==> src/rtl/lc3b_pc_control.sv <==
// ---------------------------------------------------------------------------
// lc3b_pc_control
//
// Moore FSM sequencing instruction fetch and the PC-changing instructions
// (BR, JMP, JSR/JSRR, TRAP) of an LC-3b style core. Every other opcode is
// handed to an external execute unit, and the FSM waits for it to finish.
//
// Ports
//   clk            rising-edge clock, sole clock domain
//   rst_n          asynchronous active-low reset
//   opcode[3:0]    IR[15:12], valid from DECODE onward
//   ir11           IR[11], selects JSR (1) or JSRR (0)
//   ir_nzp[2:0]    IR[11:9], branch condition mask
//   cc[2:0]        current n/z/p condition codes
//   mem_resp       memory completion strobe (only seen in FETCH2/TRAP2)
//   exec_done      execute-unit completion strobe (only seen in EXEC)
//   load_mar       load MAR
//   load_ir        load IR
//   load_pc        load PC
//   pcmux_sel[1:0] 00 pc+2, 01 pc+offset, 10 alu_out, 11 mem_wdata
//   offsetmux_sel  0 adj9, 1 adj11
//   mem_read       memory read request
//   load_r7        write link (pc) to R7
//   exec_req       hand instruction to execute unit
//   timeout_err    sticky memory-timeout flag
//
// Build option
//   FETCH_TIMEOUT_EN  When defined, an 8-bit counter measures time spent
//                     waiting in FETCH2/TRAP2; after 256 cycles with no
//                     mem_resp the FSM parks in ERR until reset. When not
//                     defined, memory waits are unbounded and timeout_err
//                     is tied low.
// ---------------------------------------------------------------------------
module lc3b_pc_control (
    input  logic       clk,
    input  logic       rst_n,
    input  logic [3:0] opcode,
    input  logic       ir11,
    input  logic [2:0] ir_nzp,
    input  logic [2:0] cc,
    input  logic       mem_resp,
    input  logic       exec_done,
    output logic       load_mar,
    output logic       load_ir,
    output logic       load_pc,
    output logic [1:0] pcmux_sel,
    output logic       offsetmux_sel,
    output logic       mem_read,
    output logic       load_r7,
    output logic       exec_req,
    output logic       timeout_err
);

    localparam logic [3:0] OP_BR   = 4'b0000;
    localparam logic [3:0] OP_JSR  = 4'b0100;
    localparam logic [3:0] OP_JMP  = 4'b1100;
    localparam logic [3:0] OP_TRAP = 4'b1111;

    localparam logic [1:0] PC_PLUS2  = 2'b00;
    localparam logic [1:0] PC_OFFSET = 2'b01;
    localparam logic [1:0] PC_ALU    = 2'b10;
    localparam logic [1:0] PC_MDATA  = 2'b11;

    typedef enum logic [3:0] {
        IDLE,
        FETCH1,
        FETCH2,
        FETCH3,
        DECODE,
        BR_TAKEN,
        JMP,
        JSR,
        TRAP1,
        TRAP2,
        TRAP3,
        EXEC,
        ERR
    } state_t;

    state_t state_q, state_d;

`ifdef FETCH_TIMEOUT_EN
    logic [7:0] cnt_q, cnt_d;
`endif

    // ---------------------------------------------------------------------
    // Next-state logic
    // ---------------------------------------------------------------------
    always_comb begin
        // NOTE: every signal written here gets a default first, so no path
        // through the case leaves it unassigned and no latch is inferred.
        state_d = state_q;

        unique case (state_q)
            IDLE:     state_d = FETCH1;
            FETCH1:   state_d = FETCH2;
            FETCH2: begin
                if (mem_resp) begin
                    state_d = FETCH3;
`ifdef FETCH_TIMEOUT_EN
                end else if (cnt_q == 8'hFF) begin
                    state_d = ERR;
`endif
                end
            end
            FETCH3:   state_d = DECODE;
            DECODE: begin
                case (opcode)
                    OP_BR:   state_d = ((ir_nzp & cc) != 3'b000) ? BR_TAKEN : FETCH1;
                    OP_JMP:  state_d = JMP;
                    OP_JSR:  state_d = JSR;
                    OP_TRAP: state_d = TRAP1;
                    default: state_d = EXEC;
                endcase
            end
            BR_TAKEN: state_d = FETCH1;
            JMP:      state_d = FETCH1;
            JSR:      state_d = FETCH1;
            TRAP1:    state_d = TRAP2;
            TRAP2: begin
                if (mem_resp) begin
                    state_d = TRAP3;
`ifdef FETCH_TIMEOUT_EN
                end else if (cnt_q == 8'hFF) begin
                    state_d = ERR;
`endif
                end
            end
            TRAP3:    state_d = FETCH1;
            EXEC:     state_d = exec_done ? FETCH1 : EXEC;
`ifdef FETCH_TIMEOUT_EN
            ERR:      state_d = ERR;
`endif
            default:  state_d = IDLE;
        endcase
    end

`ifdef FETCH_TIMEOUT_EN
    // Counter reads 0 on the first cycle of a memory wait and increments
    // only while the FSM stays put, so count 255 marks the 256th cycle.
    always_comb begin
        cnt_d = 8'd0;
        if ((state_q == FETCH2 || state_q == TRAP2) && state_d == state_q) begin
            cnt_d = cnt_q + 8'd1;
        end
    end

    always_ff @(posedge clk or negedge rst_n) begin
        if (!rst_n) begin
            cnt_q <= 8'd0;
        end else begin
            cnt_q <= cnt_d;
        end
    end
`endif

    always_ff @(posedge clk or negedge rst_n) begin
        // NOTE: non-blocking assignments so every flop samples pre-edge
        // values regardless of block ordering.
        if (!rst_n) begin
            state_q <= IDLE;
        end else begin
            state_q <= state_d;
        end
    end

    // ---------------------------------------------------------------------
    // Moore outputs: decoded from the current state only, so an async reset
    // forces them all low immediately via IDLE.
    // ---------------------------------------------------------------------
    always_comb begin
        load_mar      = 1'b0;
        load_ir       = 1'b0;
        load_pc       = 1'b0;
        pcmux_sel     = PC_PLUS2;
        offsetmux_sel = 1'b0;
        mem_read      = 1'b0;
        load_r7       = 1'b0;
        exec_req      = 1'b0;

        unique case (state_q)
            FETCH1: begin
                load_mar  = 1'b1;
                load_pc   = 1'b1;
                pcmux_sel = PC_PLUS2;
            end
            FETCH2:   mem_read = 1'b1;
            FETCH3:   load_ir  = 1'b1;
            BR_TAKEN: begin
                load_pc       = 1'b1;
                pcmux_sel     = PC_OFFSET;
                offsetmux_sel = 1'b0;
            end
            JMP: begin
                load_pc   = 1'b1;
                pcmux_sel = PC_ALU;
            end
            JSR: begin
                load_r7 = 1'b1;
                load_pc = 1'b1;
                if (ir11) begin
                    pcmux_sel     = PC_OFFSET;
                    offsetmux_sel = 1'b1;
                end else begin
                    pcmux_sel = PC_ALU;
                end
            end
            TRAP1: begin
                load_r7  = 1'b1;
                load_mar = 1'b1;
            end
            TRAP2:    mem_read = 1'b1;
            TRAP3: begin
                load_pc   = 1'b1;
                pcmux_sel = PC_MDATA;
            end
            EXEC:     exec_req = 1'b1;
            default: ;
        endcase
    end

`ifdef FETCH_TIMEOUT_EN
    assign timeout_err = (state_q == ERR);
`else
    assign timeout_err = 1'b0;
`endif

endmodule

==> config.mk <==
export PLATFORM = sky130hd
export DESIGN_NAME = lc3b_pc_control
export DESIGN_NICKNAME = d
export VERILOG_FILES = /design/src/rtl/lc3b_pc_control.sv
export SDC_FILE = /design/constraint.sdc
export NUM_CORES = 1
export LEC_CHECK = 0
export ABC_AREA = 1
export CAP_MARGIN = 20
export CORE_AREA = 2 2 39 41
export CTS_BUF_LIST = sky130_fd_sc_hd__clkbuf_2
export DETAILED_ROUTE_END_ITERATION = 10
export DIE_AREA = 0 0 41 43
export PLACE_DENSITY = 0.74
export SETUP_SLACK_MARGIN = 0.2
export SYNTH_ARGS = -nofsm -noshare
export SYNTH_HDL_FRONTEND = slang
export SYNTH_SLANG_ARGS = --single-unit
==> constraint.sdc <==
create_clock -name clk -period 1.2 [get_ports clk]
set_input_delay 0.18 -clock clk [delete_from_list [all_inputs] [get_ports clk]]
set_output_delay 0.18 -clock clk [all_outputs]
set_load 0.1 [all_outputs]
### After elaboration in Yosys (flattened, before gate mapping)

Cells that the tools add are included.

* register bits after elaboration: 4
* input bits: 15
* output and inout bits: 10

* bitwise logic cells: 1
* equal/unequal tests: 16
* mux-type cells: 16
* reductions and logical operators: 9

Operators with widths (count)
* 4-bit case mux with 8 select lines: 1
* 4-bit == test (second input constant): 6
* 4-bit by 3-bit == test with 1-bit output (second input constant): 5
* 4-bit case mux with 4 select lines: 1
* 4-bit two-way mux: 3
* 5-bit OR reduction: 2
* 4-bit by 2-bit == test with 1-bit output (second input constant): 2
* 4-bit logical NOT: 2
* 1-bit two-way mux: 8
* 2-bit case mux with 4 select lines: 1
* 2-bit OR reduction: 3
* 4-bit by 1-bit == test with 1-bit output (second input constant): 1
* 2-bit inequality test (second input constant): 2
* 3-bit AND: 1
* 3-bit two-way mux: 1
* 3-bit nonzero test: 1
* 2-bit two-way mux: 1
* 2-bit AND reduction: 1

### Logic depth before layout (Yosys ltp)

Gate-level depths: netlist (run 1).

* word-level depth: 5
* gate-level depth with buffers: 8

### Worst setup path before layout (run 1)

OpenSTA, ideal clock, no wires.

* path type: register to output
* start: register state_q[3]
* end: output pcmux_sel[1]
* data required time: 1.020 ns
* buffers on the path: 0
* arrival time: 2.320 ns
* slack: -1.300 ns
* cell stages (with the launch flop): 6
* cells stage by stage: dfrtp_1 -> inv_1 -> nand2_1 -> nor2_1 -> inv_1 -> o221ai_1

* longest elaborated chain between the ends: 2

Ends and longest elaborated chain
* from (decl): line 80 `state_t state_q, state_d;`
* from (signal assigned): line 163 `state_q <= state_d;`
* 4-bit == test / 4-bit by 3-bit == test with 1-bit output (equally long branches): line 181 `unique case (state_q)`
* 2-bit case mux with 4 select lines *: line 181
* to (decl): line 46 `output logic [1:0] pcmux_sel,`

Mark *: on every way between the ends. The rest lies on a longest branch, timed or not.

### Final worst setup path (run 1)

* start: register state_q[0]
* end: output pcmux_sel[0]

The elaborated chain is that of the path after synthesis.

==> metrics, run 1 <==
Hold Path Class=primary input to async pin; Routed Antenna Nets=0; largest registers=state_q x4; CP startpoint=state_q[0]$_DFFE_PN0P_; Max-Cap Viols=0; Cell Area, Synth=442.9 sq um; asr flop ratio synth=100.0%; I/O Buffers=23; Nets=146; TritonCTS Sinks=4; post-synthesis cell type with the largest combined area=dfrtp_1; drt total wl=between 2 and 2.5 mm; crit path time final=between 1.5 and 2 ns; Data arrival, critical path=1.48 ns; vias in the first global route=approximately 700; grt ovf=0; CTS buffer count=3; setup slack after layout=-0.4606 ns; critical-path maximum fanout=3; register area share after synthesis=about 23%; post-synthesis register bit count=4; synth-to-layout area growth=175.4%; final setup fails=13; WHS=0.1683 ns; Synthesized Nets=92; Final Hold Fails=0; I/O pin total=25; status=complete, but fails checks; H-tree levels=1; drt wl/cell=roughly 14 um; most frequent cell after synthesis=nand2_1; top post-synthesis cells by area=dfrtp_1 23%, nand2_1 21%, nand3_1 9.0%, inv_1 7.6%, nor2_1 7.6%; largest net degree at the start of global routing=6; Setup Skew=0.006918 ns; max frequency=around 600 MHz; vias after detailed routing=726; CP Launch Type=register; placed cell area=0.001005 sq mm; Post-Syn Area per Cell=around 5.8 sq um; cell area after layout=0.001220 sq mm; Core Region=0.001384 sq mm; EDFF count, synth=0; Worst Path Required=1.02 ns; DR vias/cell=5.007; initial antenna violation count=0; Yosys warning total=0; maximum buffer depth of the clock tree=2; most frequent cells after synthesis=25 x nand2_1, 9 x inv_1, 9 x nor2_1, 8 x nand3_1; CTS tree=done; layout cells sized above 1=55.81%; top-area cell type share of the netlist area=22.60%; clock root cell=clkbuf_2; max-slew violations=0; Crit Reg-Reg Startpoint=state_q[2]$_DFFE_PN0P_; drt first pass iters=4; final worst-path cycle share=138.4%; RSZ-0062 raised after global routing=true; Total GRT Usage=24.17%; GPL Wtd Cong=0.8494; Cells after Synth=a little under 80; max FFs per register=4; initial drt markers=32; Worst setup EP type=output port; first-pass GRT wire length=2.863 mm; DIE WIDTH=approximately 41 um; DIE AREA=between 0.0015 and 0.002 sq mm; failing checks=negative setup slack; Starting Density=32.01%; Top reg by flops=state_q; main flop type after synthesis=dfrtp_1; clk slew on worst S/H paths=0.06 ns; Hold Buf Count CTS=0; Worst-Skew Late Latency=0.22 ns; # diodes=0; Cell Rows=14; setup tns final=-3.992 ns; Die Ht=around 43 um; DRC Markers=0; Synth cell types=17; hpwl dp=1.284 mm; crit path kind=register to output port
-- through the flow --
stage / setup WS (ns) / util (%) / instances
6_report: -0.4606 / 88.16 / 145
3_3_place_gp: -0.1581 / 72.60 / 134
2_1_floorplan: -1.034 / - / 77
3_5_place_dp: -0.1823 / 72.60 / 134
5_1_grt: -0.4973 / 88.16 / 145
4_1_cts: -0.3940 / 83.54 / 141
-- metal layers --
layer | track usage [%] | vias to the layer above | wire length (um)
met1 | 23.38 | 336 | 713
met3 | 2.094 | 10 | 77
met4 | 12.67 | 0 | 65
met5 | 0 | - | 0
li1 | - | 350 | -
met2 | 45.31 | 30 | 1189
-- what timing repair did --
| action | in CTS | in global routing |
|---|---|---|
| setup endpoints to repair | 13 | 13 |
| pin swaps | 9 | 14 |
| resized for setup | 23 | 8 |
| gates cloned | 0 | 0 |
| setup buffers | 4 | 4 |
-- final cells by class --
cell class / instances / area, sq um
clock buffer: 3 / 15.01
timing repair buffer: 50 / 570.5
inverter: 12 / 56.30
fill: 63 / 163.9
multi-input combinational: 60 / 456.7
tap: 16 / 20.02
sequential: 4 / 101.3
-- cell families after synthesis --
| family | after synthesis | share of synthesized area (%) |
|---|---|---|
| compound gates | 8 | 12.43 |
| buf+inv | 13 | 11.86 |
| flops | 4 | 22.60 |
| other cells | 1 | 0.8466 |
| simple gates | 51 | 52.26 |
-- layout by cell type, fill, tap and decap left out, types with 2 or more instances in the layout --
| cell type | instances |
|---|---|
| clkdlybuf4s50_1 | 14 |
| nor2_4 | 7 |
| nand2_1 | 22 |
| o211ai_1 | 4 |
| clkbuf_2 | 3 |
| nand2_8 | 2 |
| inv_2 | 3 |
| nand3_2 | 4 |
| buf_4 | 19 |
| nor2_1 | 4 |
| inv_1 | 5 |
| dfrtp_1 | 3 |
| inv_4 | 3 |
| buf_12 | 11 |
| buf_6 | 6 |
| nand2_4 | 5 |
| nand3_4 | 3 |
-- worst paths after layout --
kind	cells past startpoint	slack, ns	end
max	4	-0.46	pcmux_sel[0]
max reg2reg	8	-0.23	state_q[2]$_DFFE_PN0P_
min reg2reg	3	0.80	state_q[3]$_DFFE_PN0P_
min	1	0.17	state_q[0]$_DFFE_PN0P_
max in group asynchronous	1	0.83	state_q[1]$_DFFE_PN0P_
min in group clk	4	0.62	state_q[1]$_DFFE_PN0P_
-- critical path, stage by stage (launching register included) --
cell and delay [ns]:
dfrtp_1 0.44, buf_4 0.17, nand2_4 0.08, o211ai_1 0.34, buf_12 0.22
Power of run 1 is left out: the tool's default activity adds up to more than one toggle a clock period on the data nets, which glitch-free logic cannot reach.
==> run 2, diff against run 1 <==
==> constraint.sdc (replaced) <==
create_clock -name clk -period 2.1 [get_ports clk]
set_input_delay 0.315 -clock clk [delete_from_list [all_inputs] [get_ports clk]]
set_output_delay 0.315 -clock clk [all_outputs]
set_load 0.1 [all_outputs]
==> run 2 against run 1 <==
Net effect: the flow now finishes without violations; register-to-register slack improved by 1.1 ns; sequential share of layout area rose by 4.3 points; worst hold slack gained 0.13 ns; die area stayed put; setup slack improved by 0.85 ns; final cell count decreased by 19%; via count is 24% lower; sequential cell count stayed put; clock-buffer cell count unchanged; routed wire length shrank 44%; clock skew down 0.0066 ns; design area decreased by 34%; largest cell class unchanged; highest routed layer is now met3.
==> metrics, run 2 (synthesis gave the netlist of run 1 again) <==
clk slew on worst S/H paths=0.04 ns (-0.02 ns); hpwl dp=995.2 um (-22%); Core Region=0.001384 sq mm (unchanged); largest registers=state_q x4; I/O Buffers=23 (unchanged); maximum buffer depth of the clock tree=2 (unchanged); max FFs per register=4 (unchanged); grt ovf=0 (unchanged); setup slack after layout=0.3867 ns (+0.8473 ns); crit path kind=register to output port; Cell Rows=14 (unchanged); clock root cell=clkbuf_2; vias in the first global route=536 (-23%); GPL Wtd Cong=0.8065 (-5.1%); TritonCTS Sinks=4 (unchanged); I/O pin total=25 (unchanged); CP Launch Type=register; max-slew violations=0 (unchanged); Top reg by flops=state_q; Worst setup EP type=output port; WHS=0.3009 ns (+0.1326 ns); Die Ht=43 um (unchanged); Setup Skew=0.0003514 ns (-0.006567 ns); CTS buffer count=3 (unchanged); DIE AREA=0.001763 sq mm (unchanged); # diodes=0 (unchanged); vias after detailed routing=550 (-24%); Starting Density=32.01% (unchanged); Nets=119 (-18%); first-pass GRT wire length=2.083 mm (-27%); # fillers=136 (+120%); max frequency=583.7 MHz; CTS tree=done; Final Hold Fails=0 (unchanged); Worst Path Required=1.78 ns (+0.76 ns); Total GRT Usage=17.22% (-6.9 points); Routed Antenna Nets=0 (unchanged); layout cells sized above 1=29.41% (-26 points); most common cell after layout, fill and taps aside=nand2_1; drt total wl=1.137 mm (-44%); Worst-Skew Late Latency=0.21 ns (about the same); status=complete, no violations; H-tree levels=1 (unchanged); drt wl/cell=9.636 um (-32%); Max-Cap Viols=0 (unchanged); DIE WIDTH=41 um (unchanged); Hold Path Class=primary input to async pin; pre-CTS WS=0.5158 ns (+0.6980 ns); drt first pass iters=4 (unchanged); initial antenna violation count=0 (unchanged); final setup fails=0 (-13); DR vias/cell=4.661 (-6.9%); Hold Buf Count CTS=0 (unchanged); most frequent cells in the layout=24 x nand2_1, 14 x clkdlybuf4s50_1, 9 x buf_12; crit path time final=1.713 ns; initial drt markers=9 (-72%); synth-to-layout area growth=81.92%; final worst-path cycle share=81.59%; Post-CTS Setup Repair Bufs=0 (-4); Data arrival, critical path=1.40 ns (-0.08 ns); RSZ-0062 raised after global routing=false; DRC Markers=0 (unchanged); Final Util=58.23% (-30 points); largest net degree at the start of global routing=6 (unchanged); critical-path maximum fanout=4 (+1)
run 2: cell types whose count changed in the layout (fill, tap and decap cells not counted), moves of 4 or more:
cell,change
nand2_2,+4
buf_4,-19
buf_6,-6
nor2_2,+4
nand3_1,+7
nand2_4,-4
nand3_2,-4
nor2_4,-7
run 2: area by class of cell:
| cell class | count | area [sq um] | share of cell area (%) |
|---|---|---|---|
| multi-input combinational | 60 | 304.0 | 37.73 |
| tap | 16 | 20.02 | 2.484 |
| timing repair buffer | 23 | 320.3 | 39.75 |
| clock buffer | 3 | 15.01 | 1.863 |
| sequential | 4 | 101.3 | 12.58 |
| inverter | 12 | 45.04 | 5.590 |
run 2: repair_timing:
item                       4_1_cts  5_1_grt
setup endpoints to repair        0        2
hold endpoints to repair         0        0
resized for setup                0        1
run 2: worst max-delay path, stage by stage, from the launching register on:
cell and delay [ns]:
dfrtp_1 0.41, inv_2 0.09, nand2_2 0.08, nor2_1 0.13, inv_1 0.07, o221ai_2 0.19
buf_12 0.21
run 2: routing by layer:
metal | wire length (um) | share of wire, % | track usage (%)
met1 | 444 | 39 | 18.18
met2 | 598 | 53 | 29.06
met5 | 0 | 0 | 0
met3 | 95 | 8.4 | 6.806
met4 | 0 | 0 | 6.000
run 2: per-stage QoR:
stage                     std cells  area (sq um)  setup TNS [ns]
after floorplan                  77         456.7         -0.2688
after global placement          115         789.5               0
after detailed placement        115         789.5               0
after CTS                       118         804.5               0
after global routing            118         805.8               0
final                           118         805.8               0
run 2: worst paths after layout:
| check | slack, ns | cells after the start | from | to |
|---|---|---|---|---|
| setup / recovery | 0.39 | 6 | state_q[3]$_DFFE_PN0P_ | pcmux_sel[1] |
| hold / removal | 0.30 | 1 | rst_n | state_q[2]$_DFFE_PN0P_ |
| setup reg to reg | 0.89 | 7 | state_q[0]$_DFFE_PN0P_ | state_q[1]$_DFFE_PN0P_ |
| hold reg to reg | 0.58 | 1 | state_q[1]$_DFFE_PN0P_ | state_q[3]$_DFFE_PN0P_ |
| max in group asynchronous | 1.62 | 1 | rst_n | state_q[1]$_DFFE_PN0P_ |
| min in group clk | 0.58 | 1 | state_q[1]$_DFFE_PN0P_ | state_q[3]$_DFFE_PN0P_ |
Power of run 2 is left out for the same reason.
